<file path="src/rtl/fifo_ctrl_e1_pkg.sv">
// fifo_ctrl_e1_pkg: default geometry and thresholds shared by the FIFO control slice
package fifo_ctrl_e1_pkg;
    localparam int DEF_DATA_SIZE  = 10;
    localparam int DEF_QUEUE_SIZE = 8;
    localparam int DEF_AFULL_TH   = 250;
    localparam int DEF_AEMPTY_TH  = 4;
endpackage

</file>
<file path="src/rtl/fifo_ctrl_e1_if.sv">
// fifo_ctrl_e1_if: producer/consumer requests, RAM address/enable/data and status of the FIFO control stage
interface fifo_ctrl_e1_if
    import fifo_ctrl_e1_pkg::*;
#(
    parameter int DATA_SIZE       = DEF_DATA_SIZE,
    parameter int MAIN_QUEUE_SIZE = DEF_QUEUE_SIZE
);
    logic                       push;
    logic                       pop;
    logic [DATA_SIZE-1:0]       data_in;
    logic [DATA_SIZE-1:0]       ram_data;
    logic                       write;
    logic                       read;
    logic [MAIN_QUEUE_SIZE-1:0] wr_ptr;
    logic [MAIN_QUEUE_SIZE-1:0] rd_ptr;
    logic [DATA_SIZE-1:0]       data_out;
    logic                       valid_out;
    logic [MAIN_QUEUE_SIZE:0]   fifo_count;
    logic                       full;
    logic                       empty;
    logic                       almost_full;
    logic                       almost_empty;
    logic                       overflow;
    logic                       underflow;

    modport master (
        output push, pop, data_in,
        input  data_out, valid_out, fifo_count, full, empty,
               almost_full, almost_empty, overflow, underflow
    );
    modport slave (
        input  push, pop, ram_data,
        output write, read, wr_ptr, rd_ptr, data_out, valid_out, fifo_count,
               full, empty, almost_full, almost_empty, overflow, underflow
    );
    // data_in bypasses the controller and lands straight on the RAM write port
    modport ram (
        input  write, wr_ptr, data_in, rd_ptr,
        output ram_data
    );
endinterface

</file>
<file path="src/rtl/fifo_flags_e1.sv">
// fifo_flags_e1: combinational status decode of an occupancy count, reusable for any queue depth
module fifo_flags_e1
    import fifo_ctrl_e1_pkg::*;
#(
    parameter int MAIN_QUEUE_SIZE = DEF_QUEUE_SIZE,
    parameter int AFULL_TH        = DEF_AFULL_TH,
    parameter int AEMPTY_TH       = DEF_AEMPTY_TH
)(
    input  logic [MAIN_QUEUE_SIZE:0] i_count,
    output logic                     o_full,
    output logic                     o_empty,
    output logic                     o_almost_full,
    output logic                     o_almost_empty
);
    localparam int                   DEPTH  = 2**MAIN_QUEUE_SIZE;
    localparam logic [MAIN_QUEUE_SIZE:0] W_DEPTH = DEPTH[MAIN_QUEUE_SIZE:0];
    localparam logic [MAIN_QUEUE_SIZE:0] W_AF    = AFULL_TH[MAIN_QUEUE_SIZE:0];
    localparam logic [MAIN_QUEUE_SIZE:0] W_AE    = AEMPTY_TH[MAIN_QUEUE_SIZE:0];

    assign o_full         = i_count == W_DEPTH;
    assign o_empty        = i_count == '0;
    assign o_almost_full  = i_count >= W_AF;
    assign o_almost_empty = i_count <= W_AE;
endmodule

</file>
<file path="src/rtl/fifo_ctrl_e1.sv">
// fifo_ctrl_e1: FIFO control stage; accepts push/pop, drives RAM pointers/enables,
// tracks occupancy with sticky error flags and registers read data one cycle after pop.
module fifo_ctrl_e1
    import fifo_ctrl_e1_pkg::*;
#(
    parameter int DATA_SIZE       = DEF_DATA_SIZE,
    parameter int MAIN_QUEUE_SIZE = DEF_QUEUE_SIZE,
    parameter int AFULL_TH        = DEF_AFULL_TH,
    parameter int AEMPTY_TH       = DEF_AEMPTY_TH
)(
    input logic           clk,
    input logic           reset_L,
    fifo_ctrl_e1_if.slave bus
);
    localparam int QW = MAIN_QUEUE_SIZE;
    localparam int CW = MAIN_QUEUE_SIZE + 1;

    logic [QW-1:0]        r_wr_ptr;
    logic [QW-1:0]        r_rd_ptr;
    logic [CW-1:0]        r_count;
    logic [DATA_SIZE-1:0] r_data_out;
    logic                 r_valid;
    logic                 r_overflow;
    logic                 r_underflow;
    logic                 w_full;
    logic                 w_empty;
    logic                 w_push_ok;
    logic                 w_pop_ok;

    fifo_flags_e1 #(
        .MAIN_QUEUE_SIZE(MAIN_QUEUE_SIZE),
        .AFULL_TH       (AFULL_TH),
        .AEMPTY_TH      (AEMPTY_TH)
    ) u_flags (
        .i_count       (r_count),
        .o_full        (w_full),
        .o_empty       (w_empty),
        .o_almost_full (bus.almost_full),
        .o_almost_empty(bus.almost_empty)
    );

    // A pop frees the slot being written, so a full queue still accepts a paired push
    assign w_pop_ok  = reset_L && bus.pop && !w_empty;
    assign w_push_ok = reset_L && bus.push && (!w_full || w_pop_ok);

    always_ff @(posedge clk or negedge reset_L) begin
        if (!reset_L) begin
            r_wr_ptr    <= '0;
            r_rd_ptr    <= '0;
            r_count     <= '0;
            r_data_out  <= '0;
            r_valid     <= 1'b0;
            r_overflow  <= 1'b0;
            r_underflow <= 1'b0;
        end else begin
            if (w_push_ok) r_wr_ptr <= r_wr_ptr + QW'(1);
            if (w_pop_ok) r_rd_ptr <= r_rd_ptr + QW'(1);
            if (w_pop_ok) r_data_out <= bus.ram_data;
            r_valid     <= w_pop_ok;
            r_count     <= r_count + CW'(w_push_ok) - CW'(w_pop_ok);
            r_overflow  <= r_overflow | (bus.push & ~w_push_ok);
            r_underflow <= r_underflow | (bus.pop & ~w_pop_ok);
        end
    end

    assign bus.write      = w_push_ok;
    assign bus.read       = w_pop_ok;
    assign bus.wr_ptr     = r_wr_ptr;
    assign bus.rd_ptr     = r_rd_ptr;
    assign bus.data_out   = r_data_out;
    assign bus.valid_out  = r_valid;
    assign bus.fifo_count = r_count;
    assign bus.full       = w_full;
    assign bus.empty      = w_empty;
    assign bus.overflow   = r_overflow;
    assign bus.underflow  = r_underflow;
endmodule

</file>
<file path="src/flat_wrapper.sv">
// flat-port wrapper written by rule: the top's interface ports become plain ports
module fifo_ctrl_e1_flat import fifo_ctrl_e1_pkg::*;
#(
    parameter int DATA_SIZE       = DEF_DATA_SIZE,
    parameter int MAIN_QUEUE_SIZE = DEF_QUEUE_SIZE,
    parameter int AFULL_TH        = DEF_AFULL_TH,
    parameter int AEMPTY_TH       = DEF_AEMPTY_TH
)
  (clk, reset_L, bus_push, bus_pop, bus_ram_data, bus_write, bus_read, bus_wr_ptr, bus_rd_ptr, bus_data_out, bus_valid_out, bus_fifo_count, bus_full, bus_empty, bus_almost_full, bus_almost_empty, bus_overflow, bus_underflow);
  fifo_ctrl_e1_if #(.DATA_SIZE(DATA_SIZE), .MAIN_QUEUE_SIZE(MAIN_QUEUE_SIZE)) bus_i ();
  input logic clk;
  input logic reset_L;
  input wire logic [$bits(bus_i.push)-1:0] bus_push;
  input wire logic [$bits(bus_i.pop)-1:0] bus_pop;
  input wire logic [$bits(bus_i.ram_data)-1:0] bus_ram_data;
  output wire logic [$bits(bus_i.write)-1:0] bus_write;
  output wire logic [$bits(bus_i.read)-1:0] bus_read;
  output wire logic [$bits(bus_i.wr_ptr)-1:0] bus_wr_ptr;
  output wire logic [$bits(bus_i.rd_ptr)-1:0] bus_rd_ptr;
  output wire logic [$bits(bus_i.data_out)-1:0] bus_data_out;
  output wire logic [$bits(bus_i.valid_out)-1:0] bus_valid_out;
  output wire logic [$bits(bus_i.fifo_count)-1:0] bus_fifo_count;
  output wire logic [$bits(bus_i.full)-1:0] bus_full;
  output wire logic [$bits(bus_i.empty)-1:0] bus_empty;
  output wire logic [$bits(bus_i.almost_full)-1:0] bus_almost_full;
  output wire logic [$bits(bus_i.almost_empty)-1:0] bus_almost_empty;
  output wire logic [$bits(bus_i.overflow)-1:0] bus_overflow;
  output wire logic [$bits(bus_i.underflow)-1:0] bus_underflow;
  assign bus_i.push = bus_push;
  assign bus_i.pop = bus_pop;
  assign bus_i.ram_data = bus_ram_data;
  assign bus_write = bus_i.write;
  assign bus_read = bus_i.read;
  assign bus_wr_ptr = bus_i.wr_ptr;
  assign bus_rd_ptr = bus_i.rd_ptr;
  assign bus_data_out = bus_i.data_out;
  assign bus_valid_out = bus_i.valid_out;
  assign bus_fifo_count = bus_i.fifo_count;
  assign bus_full = bus_i.full;
  assign bus_empty = bus_i.empty;
  assign bus_almost_full = bus_i.almost_full;
  assign bus_almost_empty = bus_i.almost_empty;
  assign bus_overflow = bus_i.overflow;
  assign bus_underflow = bus_i.underflow;
  fifo_ctrl_e1 #(.DATA_SIZE(DATA_SIZE), .MAIN_QUEUE_SIZE(MAIN_QUEUE_SIZE), .AFULL_TH(AFULL_TH), .AEMPTY_TH(AEMPTY_TH)) u_core (.clk(clk), .reset_L(reset_L), .bus(bus_i));
endmodule
</file>
<file path="config.mk">
export PLATFORM = sky130hd
export DESIGN_NAME = fifo_ctrl_e1_flat
export DESIGN_NICKNAME = d
export VERILOG_FILES = /design/src/rtl/fifo_ctrl_e1_pkg.sv /design/src/rtl/fifo_ctrl_e1_if.sv /design/src/rtl/fifo_flags_e1.sv /design/src/rtl/fifo_ctrl_e1.sv /design/src/flat_wrapper.sv
export SDC_FILE = /design/constraint.sdc
export NUM_CORES = 1
export LEC_CHECK = 0
export ABC_CLOCK_PERIOD_IN_PS = 3910
export CAP_MARGIN = 15
export CORE_MARGIN = 3
export CORE_UTILIZATION = 25
export DETAILED_ROUTE_END_ITERATION = 16
export GPL_TIMING_DRIVEN = 0
export SETUP_SLACK_MARGIN = 0.4
export SYNTH_ARGS = -nofsm -noshare
export SYNTH_HDL_FRONTEND = slang
export SYNTH_SLANG_ARGS = --single-unit
</file>
<file path="constraint.sdc">
create_clock -name clk -period 3.91 [get_ports clk]
set_clock_uncertainty 0.05 [all_clocks]
set_input_delay 0.391 -clock clk [delete_from_list [all_inputs] [get_ports clk]]
set_output_delay 0.391 -clock clk [all_outputs]
set_load 0.05 [all_outputs]
</file>
==> metrics.cfg, run 1 <==
[power_and_ir_drop]
total_power_w=0.00261
ir_drop_mv=0.449
cellPowerDensity_mw_per_mm2=845
p_leak_nw=1.42

[routing]
detail-route-antenna-nets=0
dr.max_layer_used=met4
drtIter0Drc=70
drt_wl_total_mm=5.36
num_vias=1725
wl_met1_mm=2.53
wl_met2_mm=2.41
drc=0
drt_first_pass_iters=4
wl_met3_um=330
wl_per_cell_um=13.7
via_per_inst=4.42

[finish]
syn_to_final_growth_pct=39.8
stdcell_count=390
nets=325
layout_common_cells=clkdlybuf4s50_1, nand2_1, dfrtp_1, ha_1, inv_1
drive_above_1_share_pct=10.5
multiInputGateArea_mm2=0.00118
register_area_um2=956
fillers=884
final_common_cell=clkdlybuf4s50_1
diodes=0

[floorplanning]
dieArea_mm2=0.0100
core-area_mm2=0.00838
ioPinCount=58
rows=33
die_y_um=100
initial_utilization_pct=26.3
die_w_um=100

[run]
drv_cap=0

[timing]
finalSetupTns_ns=0
rsz0062_at_grt=yes
fin_crit_sh_pct=85.1
slew_headroom_pct=54.9
setup_viol=0
fin_hold_ws_ns=0.412
setup_ws_ns=0.582
slew_viol_final=0
final.min_clock_period_ns=3.33
finalHoldViolations=0
worst_pin_slew_ns=0.674
timing.fmax_ghz=0.300

[worst_setup_path]
cpMaxStageDelayCell=dlygate4sd3_1
endpoint_kind=register
arrival_ns=3.46
critical-path-max-stage-delay_ns=0.52
start_kind=input pin
crit_path_max_fanout=14
crit_path_cell_trace=dlygate4sd3_1, buf_2, buf_12, inv_1, a311o_4, inv_2, nand2b_1, ha_1, and3b_1, o31ai_4, mux2_2, a2111oi_2
worstPathRequired_ns=4.04
path_buf_inv=5
path_class=input pin to register
critPathTopFamily=buffers and inverters

[synthesis]
syn_area_per_cell_um2=10.2
ys_seq_area_share_pct=43.1
synthDistinctLibCells=45
yosysTopAreaCellShare_pct=43.1
syn-cell-area_mm2=0.00221
synth_edf_count=0
synth_xor_area_share_pct=7.14
ys_warn_count=0
synth_top_family_by_area=simple AND/OR/NAND/NOR gates
synth-simple-area-share_pct=19.9
ys_ff_latch=38
netlist_top_cells_area=dfrtp_1, ha_1, nand2_1, xnor2_1, inv_1
synth_top_area_cell=dfrtp_1
postSynth.asyncResetShare_pct=100
syn_nets=257
synthMuxAreaShare_pct=1.47
synth_cells=216
ys.flop_type=dfrtp_1
synth_fa_ha_area_share_pct=15.6
synth-compound-area-share_pct=8.44

[clock_tree]
clock_latency_ns=0.29
cts-root-buf=clkbuf_8
cts_buffer_depth=2
cts_sinks=38
cts_tree=done
numCtsBuffers=5
cts_htree_levels=2
cts.reportedPaths.clkPinSlew_ns=0.08
cts_setup_buffers=0

[min_path]
hold_path.class=register to register

[global_routing]
grt_start_max_net_pins=28
grt_usage_pct=10.9
grt_pass1_vias=1706
antenna_found_initial=0
grt_pass1_wl_mm=8.63
overflow=0

[placed_design]
portBuffers=57
dp_cells=379
dp_slack_ns=0.372
detailed_place_hpwl_mm=3.99
gp_congestion=0.870

[status]
status=finished, final reports clean

## logic make-up (layout without fill, tap and decap cells)
group                      Yosys count  count (layout)
and+or+nand+nor                     84              84
DFF                                 38              38
adders and majority gates           27              27
buffers and inverters               24              93
AOI/OAI and AO/OA                   22              22
xor gates and xnor gates            18              18
muxes                                3               3
## power breakdown
group | internal [W] | total [W] | switching, W
Sequential | 0.000527 | 0.000686 | 0.000158
Combinational | 0.000625 | 0.00163 | 0.00101
Clock | 0.000142 | 0.000292 | 0.000150
Total | 0.00129 | 0.00261 | 0.00132
## area by class of cell
type | instances | area share [%]
clock buffers | 6 | 2.68
flip-flops and latches | 38 | 31.0
well taps | 105 | 4.26
inverters | 21 | 2.55
plain buffers | 3 | 0.527
multi-input cells | 154 | 38.1
clock inverters | 2 | 0.405
repair buffers | 61 | 20.5
## layer usage
metal | track usage (%) | vias up
met3 | 2.85 | 9
met4 | 3.73 | 0
li1 | - | 862
met1 | 14.8 | 808
met2 | 16.9 | 46
met5 | 0 | -
## sequential cells by signal, indices dropped and copies added, names as in the netlist
signal,flops
u_core.bus.overflow,1
u_core.bus.valid_out,1
u_core.bus.rd_ptr,8
u_core.bus.underflow,1
u_core.bus.wr_ptr,8
u_core.bus.data_out,10
u_core.bus.fifo_count,9
## worst reg2reg max path, stage by stage (launching register included)
cell	delay, ns
dfrtp_2	0.42
inv_1	0.11
ha_1	0.19
and3b_2	0.25
and3_2	0.20
clkbuf_2	0.14
or3_1	0.32
a21oi_1	0.14
ha_1	0.19
inv_1	0.06
fa_1	0.40
nor3_1	0.23
o311ai_1	0.20
mux2i_1	0.20
nand2_1	0.06
## per-stage QoR
stage	instance area [um^2]	utilization, %
finish	3090	36.8
global route	3090	36.8
CTS	3050	36.3
detailed placement	2930	35.0
global placement	2920	34.8
floorplan	2210	-
## path summary, 6_finish.rpt
kind | end | slack, ns | cells past startpoint | from
min reg2reg | u_core.bus.overflow | 0.41 | 1 | u_core.bus.overflow
max in group asynchronous | u_core.bus.data_out[2] | 2.12 | 3 | reset_L
min in group asynchronous | u_core.bus.fifo_count[4] | 0.57 | 3 | reset_L
min | u_core.bus.overflow | 0.41 | 1 | u_core.bus.overflow
max reg2reg | u_core.bus.fifo_count[8] | 0.64 | 14 | u_core.bus.fifo_count[5]
max | u_core.bus.fifo_count[5] | 0.58 | 12 | reset_L
## Yosys cell counts (3+ instances only)
cell type and instances:
nand2_1 39, dfrtp_1 38, and3_1 3, xnor2_1 14
inv_1 20, o21ai_0 4, nand4_1 7, ha_1 26
nand3_1 3, nor2_1 6, nor2b_1 6, xor2_1 4
nor3_1 6, o211ai_1 3
## what timing repair did
| action | 4_1_cts | 5_1_grt |
|---|---|---|
| endpoints found under the hold margin | 14 | 0 |
| endpoints found under the setup margin | 0 | 3 |
| hold buffers | 2 | 0 |
| resized for setup | 0 | 4 |
No activity file was read; power rests on OpenSTA's default activity.
==> run 2, diff against run 1 <==
- CORE_ASPECT_RATIO: default -> 0.8
- CTS_CLUSTER_SIZE: default -> 10
- TNS_END_PERCENT: default -> 5
==> run 2 against run 1 <==
  * Via count fell by 1.2%
  * First-iteration DRC count rose by 2.9%
  * Combinational power barely moved
  * Register-to-register slack got worse by 0.05 ns
  * Largest cell class unchanged
  * Total power rose by 3.9%
  * Wire length fell by 6.9%
  * Setup slack got worse by 0.0017 ns
  * Non-clock buffer count fell by 1
  * Die area barely moved
  * Hold slack improved by 0.011 ns
==> metrics.cfg, run 2 (synthesis results as in run 1) <==
[worst_setup_path]
critical-path-max-stage-delay_ns=0.82
crit_path_max_fanout=23
crit_path_cell_trace=dlygate4sd3_1, buf_2, buf_12, inv_1, a311o_4, inv_2, buf_4, clkdlybuf4s50_1
path_class=input pin to output pin
worstPathRequired_ns=3.47
endpoint_kind=output pin
cpMaxStageDelayCell=clkdlybuf4s50_1
start_kind=input pin
arrival_ns=2.89

[routing]
num_vias=1704
drt_wl_total_mm=4.99
detail-route-antenna-nets=0
wl_per_cell_um=12.6
via_per_inst=4.30
drt_first_pass_iters=4
drc=0
drtIter0Drc=72

[clock_tree]
cts_buffer_depth=2
cts_htree_levels=2
cts_sinks=38
cts_setup_buffers=0
cts_tree=done
cts.reportedPaths.clkPinSlew_ns=0.08
cts-root-buf=clkbuf_8
clock_latency_ns=0.29
numCtsBuffers=5

[power_and_ir_drop]
p_leak_nw=1.41
cellPowerDensity_mw_per_mm2=871
ir_drop_mv=0.459
total_power_w=0.00271

[placed_design]
gp_congestion=0.762
dp_cells=386
detailed_place_hpwl_mm=3.88
place_area_mm2=0.00294
portBuffers=57

[finish]
final_area_mm2=0.00312
layout_common_cells=clkdlybuf4s50_1, nand2_1, dfrtp_1, ha_1, inv_1
final_common_cell=clkdlybuf4s50_1
drive_above_1_share_pct=10.6
syn_to_final_growth_pct=41.1
largest_reg_flops=10
diodes=0
utilization_pct=36.6
stdcell_count=396
nets=324

[timing]
slew_viol_final=0
fin_hold_ws_ns=0.423
worst_pin_slew_ns=0.813
setup_viol=0
fin_crit_sh_pct=85.2
timing.fmax_ghz=0.300
final.min_clock_period_ns=3.33
rsz0062_at_grt=yes
finalHoldViolations=0
slew_headroom_pct=45.6

[global_routing]
overflow=0
grt_pass1_wl_mm=8.51
grt_pass1_vias=1717
grt_start_max_net_pins=24
antenna_found_initial=0
grt_usage_pct=10.3

[status]
status=finished, final reports clean

[floorplanning]
core-area_mm2=0.00852
rows=30
die_w_um=111
dieArea_mm2=0.0100
initial_utilization_pct=25.9
ioPinCount=58
die_y_um=90.1

[min_path]
hold_path.class=register to register

[run]
drv_cap=0

-- run 2: critical path, delay by kind of cell --
family	cells	cell delay [ns]
AOI/OAI and AO/OA	1	0.43
buffers and inverters	7	2.06
-- run 2: area by class of cell --
| type | instances | area [um^2] |
|---|---|---|
| Timing Repair Buffer | 60 | 606 |
| Fill cell | 880 | 5410 |
| Clock inverter | 3 | 68.8 |
| Multi-Input combinational cell | 154 | 1180 |
| Buffer | 3 | 16.3 |
| Tap cell | 112 | 140 |
| Clock buffer | 5 | 68.8 |
| Sequential cell | 38 | 956 |
| Inverter | 21 | 78.8 |
-- run 2: metal layers --
| layer | share of wire (%) | GRT usage, % |
|---|---|---|
| met2 | 43 | 15.3 |
| met4 | 0.26 | 2.53 |
| met3 | 4.7 | 2.89 |
| met1 | 52 | 14.8 |
| met5 | 0 | 0 |
-- run 2: stage by stage --
stage          setup WS (ns)  setup TNS, ns
4_1_cts                0.426              0
3_5_place_dp           0.287              0
3_3_place_gp           -1.19          -5.76
2_1_floorplan          0.507              0
6_report               0.580              0
5_1_grt                0.357              0
-- run 2: report_power, final --
group	total, W	internal, W	switching [W]
clock	0.000404	0.000256	0.000148
combinational	0.00162	0.000622	0.000997
sequential	0.000689	0.000527	0.000162
total	0.00271	0.00141	0.00131
-- run 2: worst paths after layout --
kind	start	endpoint	slack, ns	cells after the start
hold / removal	u_core.bus.rd_ptr[7]	u_core.bus.rd_ptr[7]	0.42	1
setup / recovery	reset_L	bus_read	0.58	8
hold reg to reg	u_core.bus.rd_ptr[7]	u_core.bus.rd_ptr[7]	0.42	1
min in group asynchronous	reset_L	u_core.bus.data_out[6]	0.52	3
max in group asynchronous	reset_L	u_core.bus.wr_ptr[1]	2.05	3
setup reg to reg	u_core.bus.fifo_count[4]	u_core.bus.fifo_count[8]	0.59	14
-- run 2: repair_timing --
item / CTS / global route
gates resized for setup: 0 / 3
hold buffers: 2 / 0
endpoints found under the setup margin: 0 / 3
endpoints found under the hold margin: 18 / 0
==> run 3, diff against run 2 <==
- CTS_CLUSTER_SIZE: 10 -> default
==> results of run 3 <==
Final layout, timing and power as in run 2 (identical DEF).
